--- src/rtl/lsu_mem_arbiter.sv ---
// Round-robin arbiter sharing one data-memory port between the per-thread LSUs.
// One transaction at a time: grant, memory handshake, one-cycle ready pulse, release.
module lsu_mem_arbiter #(
    parameter int NUM_CONSUMERS = 4,
    parameter int ADDR_BITS     = 8,
    parameter int DATA_BITS     = 8
) (
    input  logic                                 clk,
    input  logic                                 reset,

    input  logic [NUM_CONSUMERS-1:0]             consumer_read_valid,
    input  logic [NUM_CONSUMERS*ADDR_BITS-1:0]   consumer_read_address,
    output logic [NUM_CONSUMERS-1:0]             consumer_read_ready,
    output logic [NUM_CONSUMERS*DATA_BITS-1:0]   consumer_read_data,

    input  logic [NUM_CONSUMERS-1:0]             consumer_write_valid,
    input  logic [NUM_CONSUMERS*ADDR_BITS-1:0]   consumer_write_address,
    input  logic [NUM_CONSUMERS*DATA_BITS-1:0]   consumer_write_data,
    output logic [NUM_CONSUMERS-1:0]             consumer_write_ready,

    output logic                                 mem_read_valid,
    output logic [ADDR_BITS-1:0]                 mem_read_address,
    input  logic                                 mem_read_ready,
    input  logic [DATA_BITS-1:0]                 mem_read_data,

    output logic                                 mem_write_valid,
    output logic [ADDR_BITS-1:0]                 mem_write_address,
    output logic [DATA_BITS-1:0]                 mem_write_data,
    input  logic                                 mem_write_ready,

    output logic                                 busy
);

    localparam int CW = $clog2(NUM_CONSUMERS);

    typedef enum logic [1:0] {
        IDLE    = 2'd0,
        MEM_REQ = 2'd1,
        RESPOND = 2'd2,
        RELEASE = 2'd3
    } state_e;

    state_e                           state_q, state_d;
    logic [CW-1:0]                    grant_q, grant_d;
    logic [CW-1:0]                    ptr_q, ptr_d;
    logic                             is_read_q, is_read_d;
    logic                             mem_read_valid_q, mem_read_valid_d;
    logic                             mem_write_valid_q, mem_write_valid_d;
    logic [ADDR_BITS-1:0]             mem_read_address_q, mem_read_address_d;
    logic [ADDR_BITS-1:0]             mem_write_address_q, mem_write_address_d;
    logic [DATA_BITS-1:0]             mem_write_data_q, mem_write_data_d;
    logic [NUM_CONSUMERS-1:0]         rd_ready_q, rd_ready_d;
    logic [NUM_CONSUMERS-1:0]         wr_ready_q, wr_ready_d;
    logic [NUM_CONSUMERS*DATA_BITS-1:0] rd_data_q, rd_data_d;

    logic [NUM_CONSUMERS-1:0]         req;
    logic                             found;
    logic [CW-1:0]                    win;
    logic                             sel_read;
    logic [ADDR_BITS-1:0]             sel_raddr;
    logic [ADDR_BITS-1:0]             sel_waddr;
    logic [DATA_BITS-1:0]             sel_wdata;
    logic                             grant_still_valid;

    function automatic logic [CW-1:0] wrap_idx(input logic [CW-1:0] base, input int unsigned off);
        return CW'((32'(base) + off) % 32'(NUM_CONSUMERS));
    endfunction

    // Scan upward from the pointer with wrap-around; first requester wins.
    always_comb begin
        req   = consumer_read_valid | consumer_write_valid;
        found = 1'b0;
        win   = '0;
        for (int unsigned i = 0; i < NUM_CONSUMERS; i++) begin
            if (!found && req[wrap_idx(ptr_q, i)]) begin
                found = 1'b1;
                win   = wrap_idx(ptr_q, i);
            end
        end
    end

    always_comb begin
        sel_read  = 1'b0;
        sel_raddr = '0;
        sel_waddr = '0;
        sel_wdata = '0;
        for (int unsigned j = 0; j < NUM_CONSUMERS; j++) begin
            if (CW'(j) == win) begin
                sel_read  = consumer_read_valid[j];
                sel_raddr = consumer_read_address[j*ADDR_BITS +: ADDR_BITS];
                sel_waddr = consumer_write_address[j*ADDR_BITS +: ADDR_BITS];
                sel_wdata = consumer_write_data[j*DATA_BITS +: DATA_BITS];
            end
        end
    end

    assign grant_still_valid = consumer_read_valid[grant_q] | consumer_write_valid[grant_q];

    always_comb begin
        state_d             = state_q;
        grant_d             = grant_q;
        ptr_d               = ptr_q;
        is_read_d           = is_read_q;
        mem_read_valid_d    = mem_read_valid_q;
        mem_write_valid_d   = mem_write_valid_q;
        mem_read_address_d  = mem_read_address_q;
        mem_write_address_d = mem_write_address_q;
        mem_write_data_d    = mem_write_data_q;
        rd_ready_d          = '0;
        wr_ready_d          = '0;
        rd_data_d           = rd_data_q;

        unique case (state_q)
            IDLE: begin
                if (found) begin
                    grant_d   = win;
                    is_read_d = sel_read;
                    if (sel_read) begin
                        mem_read_valid_d   = 1'b1;
                        mem_read_address_d = sel_raddr;
                    end else begin
                        mem_write_valid_d   = 1'b1;
                        mem_write_address_d = sel_waddr;
                        mem_write_data_d    = sel_wdata;
                    end
                    state_d = MEM_REQ;
                end
            end
            MEM_REQ: begin
                // Ready pulses are registered so they land exactly in RESPOND.
                if (is_read_q && mem_read_ready) begin
                    mem_read_valid_d    = 1'b0;
                    rd_ready_d[grant_q] = 1'b1;
                    for (int unsigned k = 0; k < NUM_CONSUMERS; k++) begin
                        if (CW'(k) == grant_q) begin
                            rd_data_d[k*DATA_BITS +: DATA_BITS] = mem_read_data;
                        end
                    end
                    state_d = RESPOND;
                end else if (!is_read_q && mem_write_ready) begin
                    mem_write_valid_d   = 1'b0;
                    wr_ready_d[grant_q] = 1'b1;
                    state_d             = RESPOND;
                end
            end
            RESPOND: begin
                state_d = RELEASE;
            end
            RELEASE: begin
                if (!grant_still_valid) begin
                    ptr_d   = (grant_q == CW'(NUM_CONSUMERS - 1)) ? '0 : grant_q + 1'b1;
                    state_d = IDLE;
                end
            end
            default: begin
                state_d = IDLE;
            end
        endcase
    end

    always_ff @(posedge clk or negedge reset) begin
        if (!reset) begin
            state_q             <= IDLE;
            grant_q             <= '0;
            ptr_q               <= '0;
            is_read_q           <= 1'b0;
            mem_read_valid_q    <= 1'b0;
            mem_write_valid_q   <= 1'b0;
            mem_read_address_q  <= '0;
            mem_write_address_q <= '0;
            mem_write_data_q    <= '0;
            rd_ready_q          <= '0;
            wr_ready_q          <= '0;
            rd_data_q           <= '0;
        end else begin
            state_q             <= state_d;
            grant_q             <= grant_d;
            ptr_q               <= ptr_d;
            is_read_q           <= is_read_d;
            mem_read_valid_q    <= mem_read_valid_d;
            mem_write_valid_q   <= mem_write_valid_d;
            mem_read_address_q  <= mem_read_address_d;
            mem_write_address_q <= mem_write_address_d;
            mem_write_data_q    <= mem_write_data_d;
            rd_ready_q          <= rd_ready_d;
            wr_ready_q          <= wr_ready_d;
            rd_data_q           <= rd_data_d;
        end
    end

    assign consumer_read_ready  = rd_ready_q;
    assign consumer_read_data   = rd_data_q;
    assign consumer_write_ready = wr_ready_q;
    assign mem_read_valid       = mem_read_valid_q;
    assign mem_read_address     = mem_read_address_q;
    assign mem_write_valid      = mem_write_valid_q;
    assign mem_write_address    = mem_write_address_q;
    assign mem_write_data       = mem_write_data_q;
    assign busy                 = (state_q != IDLE);

endmodule
--- config.mk ---
export PLATFORM = sky130hd
export DESIGN_NAME = lsu_mem_arbiter
export DESIGN_NICKNAME = d
export VERILOG_FILES = /design/src/rtl/lsu_mem_arbiter.sv
export SDC_FILE = /design/constraint.sdc
export NUM_CORES = 1
export LEC_CHECK = 0
export CORE_ASPECT_RATIO = 1.4
export CORE_UTILIZATION = 41
export DETAILED_ROUTE_END_ITERATION = 8
export PLACE_DENSITY = 0.8
export SETUP_SLACK_MARGIN = 0.3
export SYNTH_ARGS = -nofsm -noshare
export SYNTH_HDL_FRONTEND = slang
export SYNTH_SLANG_ARGS = --single-unit
--- constraint.sdc ---
create_clock -name clk -period 2.86 [get_ports clk]
set_clock_uncertainty 0.15 [all_clocks]
set_input_delay 0.858 -clock clk [delete_from_list [all_inputs] [get_ports clk]]
set_output_delay 0.858 -clock clk [all_outputs]
set_load 0.02 [all_outputs]
=== Yosys cells after proc, flatten, opt, wreduce, memory -nomap -nowiden ===
Cells that the tools add are included.

* Register bits after elaboration: 73
* Input bits: 116
* Output and inout port bits: 67
* Word-level logic and storage cells: 131

* Add/subtract/negate cells: 4
* Magnitude comparators: 6
* Equality and inequality tests: 18
* Mux-type cells: 58
* Bitwise operators: 4
* Reduce and logical (&&, ||, !) cells: 26

{| class="wikitable"
|+ Operators by type and width
! operator !! count
|-
| $mux 8 || 12
|-
| $mux 1 || 22
|-
| $reduce_and 3->1 || 7
|-
| $mux 4 || 5
|-
| $mux 2 || 9
|-
| $lt 2x3->1 const B || 5
|-
| $ne 2x2->1 const B || 7
|-
| $bmux 1 s2 || 6
|-
| $eq 2x2->1 const A || 4
|-
| $pmux 2 s4 || 1
|-
| $eq 2x2->1 const B || 3
|-
| $logic_and 1x1->1 || 6
|-
| $logic_not 2->1 || 3
|-
| $reduce_and 5->1 || 1
|-
| $add 2x1->2 const B || 2
|-
| $add 2x2->2 const B || 2
|-
| $eq 1x2->1 const A || 2
|-
| $logic_not 1->1 || 4
|-
| $or 4x4->4 || 1
|-
| $pmux 1 s2 || 2
|-
| $reduce_and 2->1 || 2
|-
| $reduce_and 4->1 || 1
|-
| $reduce_bool 2->1 || 2
|-
| $ne 3x3->1 const B || 1
|-
| 5 further kinds || 6
|}

=== Logic depth before layout (Yosys ltp) ===
Gate-level depths: netlist of the first run.

* Word-level depth: 21
* Mapped depth: 10

=== Worst setup path after synthesis of the first run ===
No wires, ideal clock.

* Path kind: input to register
* Start point: in consumer_read_valid[1]
* End point: reg mem_write_address_q[0] (netlist: mem_write_address[0])
* Arrival time: 2.510 ns
* Data required time: 2.585 ns
* Slack: 0.075 ns
* Stages on the path: 7
* Buffers on the path: 1
* Path through: or2_1 > nor3_2 > nor3_1 > a2111oi_4 > o21bai_4 > buf_6 > mux2_4

* Cells in the longest elaborated chain, start to end: 20

{| class="wikitable"
|+ Ends and longest elaborated chain
! item !! line !! text
|-
| start, declared || 11 || <nowiki>input logic [NUM_CONSUMERS-1:0] consumer_read_valid,</nowiki>
|-
| $or 4x4->4 || 71 || <nowiki>req = consumer_read_valid | consumer_write_valid;</nowiki>
|-
| $bmux 1 s2 || 75 || <nowiki>if (!found && req[wrap_idx(ptr_q, i)]) begin</nowiki>
|-
| $mux 1 (not written as such) || 75 ||
|-
| $mux 1 || 75 ||
|-
| $logic_not 1->1 || 75 ||
|-
| $logic_and 1x1->1 || 75 ||
|-
| $mux 1 || 75 ||
|-
| $logic_not 1->1 || 75 ||
|-
| $logic_and 1x1->1 || 75 ||
|-
| $mux 1 || 75 ||
|-
| $logic_not 1->1 || 75 ||
|-
| $logic_and 1x1->1 || 75 ||
|-
| $mux 2 || 75 ||
|-
| $logic_not 2->1 || 88 || <nowiki>if (CW'(j) == win) begin</nowiki>
|-
| $mux 1 (4 in series) || 88 ||
|-
| $not 1->1 (no line) || -- ||
|-
| $reduce_and 3->1 (no line) || -- ||
|-
| end signal, assigned || 183 || <nowiki>mem_write_address_q <= mem_write_address_d;</nowiki>
|-
| end, declared || 50 || <nowiki>logic [ADDR_BITS-1:0] mem_write_address_q, mem_write_address_d;</nowiki>
|}

Several ways; a longest one is shown, not always the timed one. The select of a mux whose other input is x is not followed.
A chain may end at the register's enable or synchronous reset.

=== Final worst setup path of the first run ===
* Start point: in consumer_read_valid[2]
* End point: reg mem_read_address_q[2] (netlist: mem_read_address[2])

* Cells in the longest elaborated chain, start to end: 19

{| class="wikitable"
|+ Ends and longest elaborated chain
! item !! line !! text
|-
| $or 4x4->4 || 71 ||
|-
| $bmux 1 s2 || 75 ||
|-
| $mux 1 (not written as such) || 75 ||
|-
| $mux 1 || 75 ||
|-
| $logic_not 1->1 || 75 ||
|-
| $logic_and 1x1->1 || 75 ||
|-
| $mux 1 || 75 ||
|-
| $logic_not 1->1 || 75 ||
|-
| $logic_and 1x1->1 || 75 ||
|-
| $mux 1 || 75 ||
|-
| $logic_not 1->1 || 75 ||
|-
| $logic_and 1x1->1 || 75 ||
|-
| $mux 2 || 75 ||
|-
| $logic_not 2->1 || 88 ||
|-
| $mux 1 (4 in series) || 88 ||
|-
| $reduce_and 3->1 (no line) || -- ||
|-
| end signal, assigned || 182 || <nowiki>mem_read_address_q <= mem_read_address_d;</nowiki>
|-
| end, declared || 49 || <nowiki>logic [ADDR_BITS-1:0] mem_read_address_q, mem_read_address_d;</nowiki>
|}

Several ways; a longest one is shown, not always the timed one. The select of a mux whose other input is x is not followed.

==> reports/metrics.yaml, run 1 <==
sta:
  worst_pin_slew_ns: 0.674
  setup_viol: 0
  slew-limit-headroom_pct: 55.0
  period_minus_slack_ns: 2.64
  fin_crit_sh_pct: 92.3
  finalSetupTns_ns: 0
  rsz0062_at_grt: "true"
  fmax_mhz: 379
  maxSlewViolCount: 0
  hold_viol: 0
worst_setup_path:
  crit_family: "buffers and inverters"
  slowest_delay_ns: 0.29
  path_common_cell: "buf_6"
  critPathCaptureType: "flip-flop"
  path_cells: "buf_8, nor2_4, buf_6, nor3_4, buf_6, nor3_4, o211a_1, buf_6, buf_6, nor3_4, buf_6, buf_12, mux2_4"
  crit_required_ns: 2.92
  critPathBufInv: 7
  path_class: "in2reg"
  crit_slowest_cell: "nor3_4"
  critPathMaxFanout: 5
  crit_path_start_kind: "input port"
  crit_arrival_ns: 2.70
drt:
  viasPerCell: 5.37
  routedWlPerCell_um: 18.3
  drt_iter0_markers: 167
  detailroute.via_count: 3720
  wirelength_mm: 12.7
  dr.pass1.iters: 4
  ant_nets: 0
  drc_errors: 0
synthesis:
  synth_cell_types: 40
  post-synth-top-area-fraction_pct: 47.9
  ys_top_cells_by_area: "dfrtp_1, mux2_2, nand2_1"
  seq_area_frac_synth_pct: 47.9
  yosys_warnings: 0
  synth_edf_count: 0
  async_reset_ff_share_pct: 100
  ys.flop_type: "dfrtp_1"
  synth_area_leader_cell: "dfrtp_1"
  ys_ff_latch: 73
  syn_area_sq_um: 3810
  syn_avg_cell_area_sq_um: 10.6
  synthCells: 360
  syn_nets: 484
placement:
  gp_congestion: 0.846
  port_buffers: 182
  dp_hpwl_mm: 8.51
floorplanning:
  die_w_um: 83.5
  rows: 41
  dieArea_sq_um: 9700
  io_pins: 183
  initial_core_util_pct: 42.2
  core_area_sq_um: 9030
  die_height_um: 116
cts:
  numCtsBuffers: 9
  clkSinkCount: 73
  cts_tree: "yes"
  root_buffer: "clkbuf_16"
  clk_latency_ns: 0.33
  ctsHoldBuffers: 0
  clk_pin_slew_ns: 0.06
  htree_levels: 3
  clock_path_buffers: 2
finish:
  area_growth_pct: 76.3
  fillers: 612
  drive_above_1_share_pct: 27.5
  fin_nets: 705
  fin_util_pct: 74.5
  antenna_cells: 0
global_routing:
  antenna_found_initial: 0
  grtUsageTotal_pct: 25.9
  grt_overflow: 0
  grt_max_degree: 42
  grt_pass1_vias: 3934
  grt_pass1_wl_mm: 19.7
run:
  drv_cap: 0
pwr:
  p_leak_nw: 3.01
  powerDensity_nw_per_um2: 1020
  ir_worst_vdd_uv: 783
hold_path:
  holdCritPathClass: "reg2reg"
outcome:
  status: "completed"
[state kept, by name, summed over array words and instances, names as in the netlist]
name	count
consumer_read_ready	4
state_q	2
ptr_q	2
is_read_q	1
consumer_write_ready	4
grant_q	2
mem_read_address	8
mem_read_valid	1
mem_write_valid	1
mem_write_data	8
mem_write_address	8
consumer_read_data	32
[worst paths after layout]
kind | from | endpoint | slack [ns] | cells past startpoint
max | consumer_read_valid[2] | mem_read_address[2]$_DFFE_PN0P_ | 0.22 | 13
min | consumer_read_data[22]$_DFFE_PN0P_ | consumer_read_data[22]$_DFFE_PN0P_ | 0.35 | 1
max reg2reg | ptr_q[1]$_DFFE_PN0P_ | mem_read_address[2]$_DFFE_PN0P_ | 0.29 | 11
min reg2reg | consumer_read_data[22]$_DFFE_PN0P_ | consumer_read_data[22]$_DFFE_PN0P_ | 0.35 | 1
max in group asynchronous | reset | consumer_read_data[27]$_DFFE_PN0P_ | 1.61 | 2
min in group asynchronous | reset | consumer_read_data[4]$_DFFE_PN0P_ | 0.37 | 1
[cells in the final DEF, fill, tap and decap left out, types with 12 or more instances in the layout]
cell type,instances
inv_1,13
mux2_2,43
nand2_1,85
a21oi_1,26
clkdlybuf4s50_1,172
buf_4,26
dfrtp_1,73
buf_6,12
mux2_4,16
a32oi_1,24
[cell type report]
| cell class | count | area, sq um | area share (%) |
|---|---|---|---|
| multi-input combinational | 256 | 2040 | 30.4 |
| clock buffer | 10 | 239 | 3.55 |
| clock inverter | 6 | 42.5 | 0.633 |
| sequential | 73 | 1830 | 27.2 |
| timing repair buffer | 228 | 2390 | 35.6 |
| inverter | 13 | 48.8 | 0.726 |
| tap | 107 | 134 | 1.99 |
[Yosys cell counts (2+ instances only)]
cell type,count
nor3_2,2
nand3_1,2
or2_1,2
a32oi_1,24
nand2_1,85
a21oi_1,28
or2_2,5
dfrtp_1,73
ha_1,8
nor2_1,5
nor4_1,2
nor3_1,3
mux2_4,9
and3_1,5
clkbuf_1,15
inv_1,13
o21ai_0,4
buf_2,4
mux2_2,50
[power breakdown]
group / leakage (nW) / internal [W] / switching [W]
clock: 0.135 / 0.000612 / 0.000438
sequential: 0.913 / 0.00146 / 0.000292
combinational: 1.96 / 0.00217 / 0.00187
total: 3.01 / 0.00424 / 0.00261
[what timing repair did]
action	4_1_cts	5_1_grt
buffers inserted	14	5
endpoints found under the setup margin	32	28
gates cloned	6	1
pin swaps	14	10
gates resized for setup	68	17
hold endpoints to repair	0	0
[metrics by stage]
step	cells	setup slack [ns]	power [W]	area (sq um)	hold WS (ns)
after floorplan	360	0.161	0.00370	3830	0.329
after global placement	651	-0.553	0.00510	5940	0.338
after detailed placement	651	-0.717	0.00521	5940	0.343
after CTS	687	0.230	0.00678	6630	0.356
after global routing	693	0.151	0.00724	6720	0.374
final	693	0.220	0.00685	6720	0.354
[cell families after synthesis]
family / after synthesis / synth area share (%)
AO/OA/AOI/OAI: 70 / 13.5
adder cells (fa/ha/maj): 8 / 2.62
buffers and inverters: 34 / 3.71
flip-flops: 73 / 47.9
multiplexers: 60 / 19.0
AND/OR/NAND/NOR: 115 / 13.3
[worst register-to-register path, stage by stage, from the launching register on]
cell and delay (ns):
dfrtp_1 0.54, nor3_2 0.28, a211oi_2 0.05, buf_4 0.17, nor3_4 0.23, o211a_1 0.26
buf_6 0.11, buf_6 0.09, nor3_4 0.03, buf_6 0.13, buf_12 0.13, mux2_4 0.29
[layer usage]
layer / track usage, % / wire [um] / up-vias
met5: 0 / 0 / -
met2: 48.4 / 6710 / 163
met1: 26.5 / 4440 / 1808
met3: 9.75 / 1220 / 27
li1: - / - / 1722
met4: 9.49 / 309 / 0
(Power assumes the default switching activity.)
==> run 2: changes to the inputs <==
==> constraint.sdc (replaced) <==
create_clock -name clk -period 2.86 [get_ports clk]
set_clock_uncertainty 0.15 [all_clocks]
set_input_delay 0.429 -clock clk [delete_from_list [all_inputs] [get_ports clk]]
set_output_delay 0.429 -clock clk [all_outputs]
set_load 0.02 [all_outputs]
==> run 2 against run 1 <==
Effect of this change: first-iteration DRC count is 25% higher; register-to-register slack better by 0.13 ns; critical path depth is 5 lower; global-route usage is 2.3 points lower; clock power is 6% higher; non-clock buffer count is 22 lower; setup slack better by 0.14 ns; combinational power is 9.4% lower; final cell count is 3.2% lower; total power is 4.7% lower; die area stayed put; critical endpoint is now mem_write_address[0]$_DFFE_PN0P_; highest routed layer unchanged.
==> reports/metrics.yaml, run 2 (synthesis results as in run 1) <==
pwr:
  powerDensity_nw_per_um2: 1020  # +0.46%
  p_leak_nw: 2.85  # -5.2%
  switching_share_pct: 38.2  # +0.16 points
  internal_power_w: 0.00403  # -5.0%
  ir_worst_vdd_uv: 534  # -32%
  power.share.sequential_pct: 26.9  # +1.3 points
  p_switching_w: 0.00249  # -4.3%
  pwr-share-clk_pct: 17.0  # +1.7 points
  comb_power_share_pct: 56.1  # -2.9 points
worst_setup_path:
  path_class: "in2reg"
  critPathCaptureType: "flip-flop"
  slowest_delay_ns: 0.52  # +0.23 ns
  critPathMaxFanout: 6  # +1
  path_common_cell: "buf_4"
  crit_slowest_cell: "clkdlybuf4s50_1"
  crit_required_ns: 2.92  # about the same
  crit_arrival_ns: 2.56  # -0.14 ns
  crit_path_start_kind: "input port"
  path_cells: "clkdlybuf4s50_1, o21bai_1, a21oi_1, buf_4, o211a_1, o21bai_4, buf_4, mux2_4"
cts:
  cts_tree: "yes"
  clk_pin_slew_ns: 0.05  # about the same
  numCtsBuffers: 9  # unchanged
  clock_path_buffers: 2  # unchanged
  clkSinkCount: 73  # unchanged
  root_buffer: "clkbuf_16"
  clk_latency_ns: 0.33  # about the same
  htree_levels: 3  # unchanged
sta:
  layout_setup_ws_ns: 0.359  # +0.138 ns
  rsz0062_at_grt: "false"
  worst_pin_slew_ns: 0.778  # +0.104 ns
  fin_crit_sh_pct: 87.5  # -4.8 points
  maxSlewViolCount: 0  # unchanged
  fmax_mhz: 400  # +5.5%
  period_minus_slack_ns: 2.50  # -0.138 ns
  slew-limit-headroom_pct: 48.1  # -6.9 points
  hold_viol: 0  # unchanged
  setup_viol: 0  # unchanged
finish:
  antenna_cells: 0  # unchanged
  final_common_cell: "clkdlybuf4s50_1"
  final_cell_mix: "clkdlybuf4s50_1, nand2_1, dfrtp_1, mux2_2, a21oi_1"
  fin_nets: 683  # -3.1%
  fin_util_pct: 70.6  # -3.9 points
  area_growth_pct: 67.2
  largest_register_ff_count: 32  # unchanged
  fillers: 660  # +7.8%
  drive_above_1_share_pct: 21.3  # -6.2 points
floorplanning:
  die_w_um: 83.5  # unchanged
  die_height_um: 116  # unchanged
  io_pins: 183  # unchanged
  dieArea_sq_um: 9700  # unchanged
  core_area_sq_um: 9030  # unchanged
  rows: 41  # unchanged
  initial_core_util_pct: 42.2  # unchanged
drt:
  ant_nets: 0  # unchanged
  drt_iter0_markers: 209  # +25%
  dr.pass1.iters: 4  # unchanged
  viasPerCell: 5.38  # +0.20%
  routedWlPerCell_um: 18.2  # -0.69%
  drc_errors: 0  # unchanged
  wirelength_mm: 12.2  # -3.8%
  detailroute.via_count: 3609  # -3.0%
global_routing:
  grtUsageTotal_pct: 23.6  # -2.3 points
  grt_pass1_wl_mm: 17.7  # -9.9%
  grt_overflow: 0  # unchanged
  antenna_found_initial: 0  # unchanged
  grt_max_degree: 50  # +19%
  grt_pass1_vias: 3563  # -9.4%
run:
  drv_cap: 0  # unchanged
placement:
  dp_hpwl_mm: 8.53  # +0.24%
  detailedPlace.worstSlack_ns: -0.165  # +0.551 ns
  port_buffers: 182  # unchanged
  gp_congestion: 0.922  # +9.0%
hold_path:
  holdCritPathClass: "in2async"
outcome:
  status: "completed"
[run 2: worst paths after layout]
| kind | start | end | slack (ns) | cells after the start |
|---|---|---|---|---|
| max in group asynchronous | reset | ptr_q[1]$_DFFE_PN0P_ | 1.84 | 2 |
| setup / recovery | consumer_write_valid[0] | mem_write_address[0]$_DFFE_PN0P_ | 0.36 | 8 |
| hold / removal | reset | consumer_read_data[22]$_DFFE_PN0P_ | 0.02 | 1 |
| hold reg to reg | consumer_read_data[2]$_DFFE_PN0P_ | consumer_read_data[2]$_DFFE_PN0P_ | 0.35 | 1 |
| min in group clk | consumer_read_data[2]$_DFFE_PN0P_ | consumer_read_data[2]$_DFFE_PN0P_ | 0.35 | 1 |
| setup reg to reg | ptr_q[0]$_DFFE_PN0P_ | mem_write_address[0]$_DFFE_PN0P_ | 0.42 | 7 |
[run 2: power groups by stage]
stage          clock (W)  sequential (W)  combinational, W
2_1_floorplan          0         0.00216           0.00153
3_3_place_gp           0         0.00173           0.00329
3_5_place_dp           0         0.00175           0.00338
4_1_cts          0.00113         0.00174           0.00346
5_1_grt          0.00117         0.00181           0.00390
6_report         0.00111         0.00176           0.00366
[run 2: routing by layer]
metal  vias up  GRT usage (%)  wire length, um
met5         -              0                0
met4         0           10.1              408
met3        27           5.94              687
met2       133           42.7             6600
met1      1770           26.6             4500
li1       1679              -                -
[run 2: final cells by class]
| cell class | count | area, sq um | area share [%] |
|---|---|---|---|
| Timing Repair Buffer | 206 | 2130 | 33.4 |
| Tap cell | 107 | 134 | 2.10 |
| Clock inverter | 4 | 52.6 | 0.824 |
| Clock buffer | 12 | 246 | 3.87 |
| Sequential cell | 73 | 1830 | 28.7 |
| Inverter | 13 | 48.8 | 0.765 |
| Multi-Input combinational cell | 256 | 1940 | 30.4 |
[run 2: critical path: cells and delay by family]
family | cells | cell delay [ns]
AO/OA/AOI/OAI | 4 | 0.84
buffers and inverters | 3 | 0.99
multiplexers | 1 | 0.30
[run 2: repair_timing]
item / 4_1_cts / 5_1_grt
setup endpoints to repair: 25 / 25
gates resized for setup: 1 / 21
hold buffers: 0 / 0
setup buffers: 3 / 3
hold endpoints to repair: 0 / 0
cloned: 1 / 4
pin swaps: 2 / 9
[run 2: through the flow]
stage	instance area (sq um)	instances	TNS, ns	total power [W]	hold WS, ns
after floorplan	3810	360	0	0.00369	-0.0166
after global placement	5840	644	-0.775	0.00502	0.337
after detailed placement	5840	644	-2.93	0.00513	0.345
after CTS	6190	664	0	0.00633	0.0512
after global routing	6370	671	0	0.00688	0.0936
final	6370	671	0	0.00653	0.0236
